## config.mk

```make
export PLATFORM = sky130hd
export DESIGN_NAME = instr_fetch_stage
export DESIGN_NICKNAME = d
export VERILOG_FILES = /design/src/rtl/instr_fetch_stage.sv
export SDC_FILE = /design/constraint.sdc
export NUM_CORES = 1
export LEC_CHECK = 0
export ABC_CLOCK_PERIOD_IN_PS = 6200
export CAP_MARGIN = 5
export CORE_MARGIN = 3
export CORE_UTILIZATION = 30
export CTS_BUF_LIST = sky130_fd_sc_hd__clkbuf_8
export CTS_CLUSTER_SIZE = 10
export DETAILED_ROUTE_END_ITERATION = 10
export HOLD_SLACK_MARGIN = 0.12
export PLACE_DENSITY = 0.68
export SYNTH_ARGS = -nofsm -noshare
export SYNTH_HDL_FRONTEND = slang
export SYNTH_SLANG_ARGS = --single-unit
```

## constraint.sdc

```tcl
create_clock -name clka -period 6.2 [get_ports clka]
set_input_delay 1.86 -clock clka [delete_from_list [all_inputs] [get_ports clka]]
set_output_delay 1.86 -clock clka [all_outputs]
set_load 0.03 [all_outputs]
```

## src/rtl/instr_fetch_stage.sv

```systemverilog
// Instruction fetch stage: drives the synchronous instruction ROM from the
// free-running PC and re-aligns each returned word with its byte address.
//
// Ports
//   clka, rsta        clock / asynchronous active-high reset
//   pc_in             byte address from the program counter
//   flush             kills every in-flight fetch, including this edge's
//   rom_addra         ROM word address (combinational from pc_in)
//   rom_douta         ROM data, valid LAT edges after its address
//   if_valid          if_* outputs hold a fetched instruction
//   if_pc, if_instr   fetched word and its byte address
//   if_op .. if_funct R-type fields sliced from if_instr
//   if_rtype          valid instruction with opcode 0
//   if_misalign       entry had pc[1:0] != 0
//   if_oob            entry lies beyond the ROM
//   if_count          saturating count of good instructions delivered
module instr_fetch_stage #(
  parameter int ADDR_W = 6,
  parameter int LAT    = 1,
  parameter int CNT_W  = 16
) (
  input  logic              clka,
  input  logic              rsta,
  input  logic [31:0]       pc_in,
  input  logic              flush,
  output logic [ADDR_W-1:0] rom_addra,
  input  logic [31:0]       rom_douta,
  output logic              if_valid,
  output logic [31:0]       if_pc,
  output logic [31:0]       if_instr,
  output logic [5:0]        if_op,
  output logic [4:0]        if_rs,
  output logic [4:0]        if_rt,
  output logic [4:0]        if_rd,
  output logic [4:0]        if_shamt,
  output logic [5:0]        if_funct,
  output logic              if_rtype,
  output logic              if_misalign,
  output logic              if_oob,
  output logic [CNT_W-1:0]  if_count
);

  logic [LAT-1:0][31:0] ppc;
  logic [LAT-1:0]       pv;
  logic [LAT-1:0]       pmis;
  logic [LAT-1:0]       poob;

  logic mis_in;
  logic oob_in;
  logic t_v;
  logic t_mis;
  logic t_oob;
  logic t_err;
  logic good;

  assign rom_addra = pc_in[ADDR_W+1:2];
  assign mis_in    = (pc_in[1:0] != 2'b00);
  assign oob_in    = (pc_in[31:ADDR_W+2] != '0);

  assign t_v   = pv[LAT-1];
  assign t_mis = pmis[LAT-1];
  assign t_oob = poob[LAT-1];
  assign t_err = t_mis | t_oob;

  // A flushed tail entry never counts, even though its tag was valid.
  assign good = t_v & ~flush & ~t_err;

  // Tag pipeline: mirrors the ROM latency so each word meets its PC.
  always_ff @(posedge clka or posedge rsta) begin
    if (rsta) begin
      ppc  <= '0;
      pv   <= '0;
      pmis <= '0;
      poob <= '0;
    end else begin
      ppc[0]  <= pc_in;
      pv[0]   <= ~flush;
      pmis[0] <= mis_in;
      poob[0] <= oob_in;
      for (int k = 1; k < LAT; k++) begin
        ppc[k]  <= ppc[k-1];
        pv[k]   <= pv[k-1] & ~flush;
        pmis[k] <= pmis[k-1];
        poob[k] <= poob[k-1];
      end
    end
  end

  always_ff @(posedge clka or posedge rsta) begin
    if (rsta) begin
      if_valid    <= 1'b0;
      if_pc       <= '0;
      if_instr    <= '0;
      if_misalign <= 1'b0;
      if_oob      <= 1'b0;
    end else begin
      if_valid    <= t_v & ~flush;
      if_pc       <= ppc[LAT-1];
      if_instr    <= t_err ? 32'd0 : rom_douta;
      if_misalign <= t_mis;
      if_oob      <= t_oob;
    end
  end

  always_ff @(posedge clka or posedge rsta) begin
    if (rsta) begin
      if_count <= '0;
    end else if (good && (if_count != '1)) begin
      if_count <= if_count + CNT_W'(1);
    end
  end

  assign if_op    = if_instr[31:26];
  assign if_rs    = if_instr[25:21];
  assign if_rt    = if_instr[20:16];
  assign if_rd    = if_instr[15:11];
  assign if_shamt = if_instr[10:6];
  assign if_funct = if_instr[5:0];
  assign if_rtype = if_valid & (if_op == 6'd0);

endmodule

```

==> results of run 1 <==
## cells by family (layout without fill, tap and decap cells)
kind of cell    Yosys count  count (layout)
flops                   118             118
simple gates             76              76
buf+inv                  47             221
compound gates           12              12
xor+xnor                 12              12
mux                       2               2
fa+ha+maj                 1               1
## metrics by stage
| step | power (mW) | setup slack [ns] | instances | area (um^2) |
|---|---|---|---|---|
| floorplan | 0.8570 | 1.211 | 268 | 4018 |
| global placement | 0.9332 | 1.336 | 584 | 5807 |
| detailed placement | 0.9349 | 1.318 | 584 | 5807 |
| CTS | 1.636 | 1.312 | 614 | 6207 |
| global route | 1.682 | 1.277 | 614 | 6207 |
| finish | 1.606 | 1.322 | 614 | 6207 |
## cells in the final DEF, fill, tap and decap left out, types with 2 or more instances in the layout
master	instances
clkbuf_8	22
clkinv_2	3
nand4_1	4
a211oi_1	4
a2111oi_2	2
nand2_1	6
nor4_1	7
nand3_1	8
a21oi_1	2
and3_1	2
and2_1	32
and4_1	4
clkinvlp_4	3
xor2_1	12
clkdlybuf4s50_1	188
nor3_1	4
bufinv_16	2
dfrtp_1	118
o21ai_0	2
## final cells by class
cell class	instances	area, um^2
fill	1134	6669
sequential	118	2953
timing repair buffer	189	1889
multi-input combinational	103	739.5
clock buffer	22	302.8
tap	172	215.2
clock inverter	8	97.59
inverter	2	10.01
## metal layers
layer,GRT usage,wire length (um)
met3,0.06128,844
met5,0,0
met2,0.2003,4445
met1,0.1395,3487
met4,0.05462,164
## worst reg2reg max path: stages (launching register included)
cell,delay [ns]
dfrtp_1,0.44
nor2_2,0.81
nand2_1,0.29
a21oi_2,0.28
mux2_4,0.32
## registers in the layout, summed over array words and instances (netlist names)
name,flops
if_count,16
if_instr,32
if_misalign,1
if_oob,1
if_pc,32
if_valid,1
pmis,1
poob,1
ppc,32
pv,1
## final timing paths
| check | start | end | slack, ns | cells past startpoint |
|---|---|---|---|---|
| min reg2reg | ppc[20]$_DFF_PP0_ | if_pc[20]$_DFF_PP0_ | 0.35 | 0 |
| max reg2reg | poob$_DFF_PP0_ | if_count[1]$_DFFE_PP0P_ | 3.96 | 4 |
| max | pc_in[2] | rom_addra[0] | 1.32 | 2 |
| max in group asynchronous | rsta | if_pc[25]$_DFF_PP0_ | 3.14 | 3 |
| min in group asynchronous | rsta | if_pc[21]$_DFF_PP0_ | 2.04 | 2 |
| min | ppc[20]$_DFF_PP0_ | if_pc[20]$_DFF_PP0_ | 0.35 | 0 |
## power groups by stage
stage               clock network (mW)  registers, mW  logic, mW
finish                           0.688          0.799      0.119
global route                     0.754          0.800      0.127
floorplan                            0          0.836     0.0214
CTS                              0.714          0.799      0.122
global placement                     0          0.813      0.121
detailed placement                   0          0.814      0.121
==> results.py, run 1 <==
metrics = {
    "outcome": {
        "status": "finished clean",
    },
    "yosys": {
        "synthAdderAreaFrac": 0.003114,
        "synth-simple-area-share": 0.1239,
        "yosys.cell_count.top_type": "dfrtp_1",
        "synth_warnings": 0,
        "avgSynthCellArea_um2": 14.99,
        "synth-compound-area-share": 0.02367,
        "ys_types": 32,
        "netlist_instances": 268,
        "synth-xor-area-share": 0.02616,
        "synth.net_count": 336,
        "yosys-top-cells-count": "118 x dfrtp_1, 38 x buf_4, 32 x and2_1",
        "synth_top_family_by_area": "simple AND/OR/NAND/NOR gates",
        "ys_top_cells_by_area": "dfrtp_1 73%, buf_4 7.1%, and2_1 5.0%, xor2_1 2.6%, nor4_1 1.1%",
        "netlist.area_leader.share": 0.7350,
        "synth_area_um2": 4018,
        "synth-edff-count": 0,
        "async_reset_ff_frac": 1.000,
        "synth-seq-cells": 118,
        "yosysTopAreaCell": "dfrtp_1",
        "synthFlopType": "dfrtp_1",
        "yosysSeqAreaShare": 0.7350,
        "synth.area.mux_share": 0.006540,
    },
    "critical_path": {
        "worst_path_max_delay_cell": "clkdlybuf4s50_1",
        "path_max_fanout": 2,
        "worstPathArrival_ns": 3.02,
        "cp-end-kind": "output port",
        "path_class": "input port to output port",
        "critical_path.top_delay_family": "buffers and inverters",
        "crit_top_cell": "clkdlybuf4s50_1",
        "crit_buf_inv": 2,
        "cp-start-kind": "input port",
        "slowest_delay_ns": 0.68,
        "crit_chain": "clkdlybuf4s50_1, clkdlybuf4s50_1",
        "worstPathRequired_ns": 4.34,
    },
    "power_and_ir_drop": {
        "p_seq_frac": 0.497,
        "switching_share": 0.2173,
        "power.density_nw_per_um2": 258.7,
        "p_leak_nw": 2.703,
        "pwr-share-clk": 0.428,
        "p_comb_frac": 0.074,
        "max-vdd-ir-drop_mv": 0.1274,
        "p_sw_mw": 0.3489,
        "intPower_mw": 1.257,
    },
    "floorplan": {
        "die_h_um": 121.7,
        "die_area_um2": 14820,
        "io-pin-count": 189,
        "die_x_um": 121.7,
        "initial_core_util": 0.3120,
        "rows": 41,
        "coreArea_um2": 12880,
    },
    "sta": {
        "fin_crit_sh": 0.7867,
        "drv_slew": 0,
        "hold_viol": 0,
        "skew_ns": 0.006409,
        "setup_viol": 0,
        "max_slew.worst_pin.slew_ns": 1.042,
        "period_needed_ns": 4.878,
        "fin_tns_setup_ns": 0,
        "max_slew_margin": 0.3050,
        "grt_setup_unrepaired": "no",
        "fmax_mhz": 205.0,
        "worst_hold_slack_ns": 0.3477,
    },
    "global_routing": {
        "grt_pass1_wl_um": 13790,
        "antenna_found_initial": 0,
        "grt_max_degree": 88,
        "gr-total-overflow": 0,
        "grt_usage": 0.1243,
        "first_global_vias": 2601,
    },
    "clock_tree": {
        "cts_tree": "yes",
        "root_buffer": "clkbuf_8",
        "htreeDepth": 4,
        "clock_path_buffers": 2,
        "cts_hold_buf": 0,
        "cts_buffers": 17,
        "clk_latency_ns": 0.43,
        "postCtsSetupBuffers": 0,
        "cts_resized": 0,
        "cts_sinks": 118,
        "path_clk_slew_ns": 0.06,
    },
    "layout": {
        "drive_above_1_share": 0.09955,
        "final_util": 0.4821,
        "fin_nets": 499,
        "syn_to_final_growth_pct": 54.50,
        "num_antenna_cells": 0,
    },
    "detailed_routing": {
        "wirelength_um": 8941,
        "drc": 0,
        "vias_per_cell": 4.220,
        "drt_first_pass_iters": 4,
        "dr_total_vias": 2591,
        "dr.first_iter.drc_count": 65,
        "postRouteAntennaNets": 0,
        "wire_per_inst_um": 14.56,
    },
    "job": {
        "maxCapViolations": 0,
    },
    "placement": {
        "dp_hpwl_um": 6716,
        "portBuffers": 188,
        "place_congestion": 0.7383,
    },
    "min_path": {
        "hold_class": "flop to flop",
    },
}
(Power assumes the default switching activity.)
==> run 2: changes to the inputs <==
ABC_CLOCK_PERIOD_IN_PS = 4900   (was 6200)
clock period = 4.9 ns   (was 6.2 ns; I/O delays follow)
==> run 2 against run 1 <==
Register-to-register slack lost 1.3 ns. Clock power grew 26%. Hold slack gained 0.00061 ns. Die area is the same. Non-clock buffer count is the same. Wire length grew 1.4%. Critical endpoint is now rom_addra[1]. Largest cell class unchanged. Largest power group unchanged.
==> results.py, run 2 (synthesized netlist as in run 1, its figures left out) <==
metrics = {
    "outcome": {
        "status": "finished clean",
    },
    "global_routing": {
        "grt_max_degree": 66,
        "antenna_found_initial": 0,
        "grt_use_met2": 0.2035,
        "gr-total-overflow": 0,
        "grt_pass1_wl_um": 14120,
        "first_global_vias": 2662,
        "grt_usage": 0.1271,
        "grt_util_met1": 0.1483,
        "top_usage_layer": "met2",
        "met3_usage": 0.05339,
    },
    "layout": {
        "final_cell_mix": "188 x clkdlybuf4s50_1, 118 x dfrtp_1, 32 x and2_1",
        "final_util": 0.4830,
        "num_antenna_cells": 0,
        "drive_above_1_share": 0.1014,
        "final_cell_area_um2": 6220,
        "final_common_cell": "clkdlybuf4s50_1",
        "syn_to_final_growth_pct": 54.81,
        "reg_top3": "if_instr x32, if_pc x32, ppc x32",
        "n_fill_cell": 1153,
        "fin_nets": 499,
    },
    "critical_path": {
        "slowest_delay_ns": 0.67,
        "path_max_fanout": 2,
        "worstPathRequired_ns": 3.43,
        "critical_path.top_delay_family": "buffers and inverters",
        "crit_top_cell": "clkdlybuf4s50_1",
        "ff2ff_path_depth": 4,
        "worstPathArrival_ns": 2.62,
        "crit_chain": "clkdlybuf4s50_1, clkdlybuf4s50_1",
        "crit_buf_inv": 2,
        "cp-start-kind": "input port",
        "worst_path_max_delay_cell": "clkdlybuf4s50_1",
        "worst-path-stages": 2,
        "cp-end-kind": "output port",
        "path_class": "input port to output port",
    },
    "min_path": {
        "holdPathStages": 0,
        "hold_class": "flop to flop",
    },
    "sta": {
        "fin_crit_sh": 0.8348,
        "grt_setup_unrepaired": "no",
        "hold_viol": 0,
        "setup_viol": 0,
        "skew_ns": 0.009305,
        "setup_ws_ns": 0.8095,
        "period_needed_ns": 4.091,
        "max_slew_margin": 0.3502,
        "drv_slew": 0,
        "fmax_mhz": 244.5,
        "max_slew.worst_pin.slew_ns": 0.9736,
        "fin_tns_setup_ns": 0,
    },
    "clock_tree": {
        "cts_sinks": 118,
        "path_clk_slew_ns": 0.07,
        "clk_latency_ns": 0.44,
        "cts_hold_buf": 0,
        "postCtsSetupBuffers": 0,
        "root_buffer": "clkbuf_8",
        "cts_resized": 0,
        "clock_path_buffers": 2,
        "cts_tree": "yes",
        "htreeDepth": 4,
        "cts_buffers": 17,
    },
    "floorplan": {
        "io-pin-count": 189,
        "initial_core_util": 0.3120,
        "die_area_um2": 14820,
        "coreArea_um2": 12880,
        "die_x_um": 121.7,
        "rows": 41,
        "die_h_um": 121.7,
    },
    "detailed_routing": {
        "drc": 0,
        "vias_per_cell": 4.172,
        "drt_first_pass_iters": 4,
        "wirelength_um": 9070,
        "wire_per_inst_um": 14.72,
        "dr_total_vias": 2570,
        "postRouteAntennaNets": 0,
        "dr.first_iter.drc_count": 146,
    },
    "placement": {
        "placed_area_um2": 5819,
        "place_congestion": 0.7538,
        "place_ws_ns": 0.8045,
        "portBuffers": 188,
        "dp_hpwl_um": 6806,
    },
    "power_and_ir_drop": {
        "p_leak_nw": 2.707,
        "max-vdd-ir-drop_mv": 0.1451,
        "fin_total_pwr_mw": 2.033,
        "power.density_nw_per_um2": 326.9,
    },
    "job": {
        "maxCapViolations": 0,
    },
}
run 2: changes by cell type in the layout (fill, tap and decap cells not counted), sizes merged:
cell | previous run | this run
clkbuf | 22 | 18
clkinv | 3 | 5
inv | 2 | 6
run 2: where the power goes:
part | internal, mW | switching, mW
Clock | 0.469 | 0.402
Combinational | 0.0781 | 0.0737
Sequential | 1.00 | 0.00873
run 2: cell type report:
cell class / count / area (um^2) / share of cell area
inverter: 2 / 10.01 / 0.001609
timing repair buffer: 189 / 1902 / 0.3058
clock inverter: 14 / 152.6 / 0.02454
clock buffer: 18 / 247.7 / 0.03983
tap: 172 / 215.2 / 0.03460
multi-input combinational: 103 / 739.5 / 0.1189
sequential: 118 / 2953 / 0.4748
run 2: metrics by stage:
step           instances  hold WS, ns
6_report             616       0.3483
2_1_floorplan        268       0.3312
3_5_place_dp         584       0.3347
5_1_grt              616       0.3558
3_3_place_gp         584       0.3310
4_1_cts              616       0.3504
run 2: path summary, 6_finish.rpt:
path                                         from                 endpoint  slack, ns
worst max-delay path                     pc_in[3]             rom_addra[1]       0.81
worst min-delay path            ppc[20]$_DFF_PP0_      if_pc[20]$_DFF_PP0_       0.35
worst max register to register     poob$_DFF_PP0_  if_count[1]$_DFFE_PP0P_       2.66
worst min register to register  ppc[20]$_DFF_PP0_      if_pc[20]$_DFF_PP0_       0.35
max in group asynchronous                    rsta  if_count[3]$_DFFE_PP0P_       2.65
min in group asynchronous                    rsta        ppc[28]$_DFF_PP0_       1.49
run 2: layer usage:
layer | vias to the layer above | part of all wire
met5 | - | 0
met4 | 0 | 0.021
met3 | 15 | 0.085
met2 | 135 | 0.50
met1 | 1233 | 0.39
li1 | 1187 | -
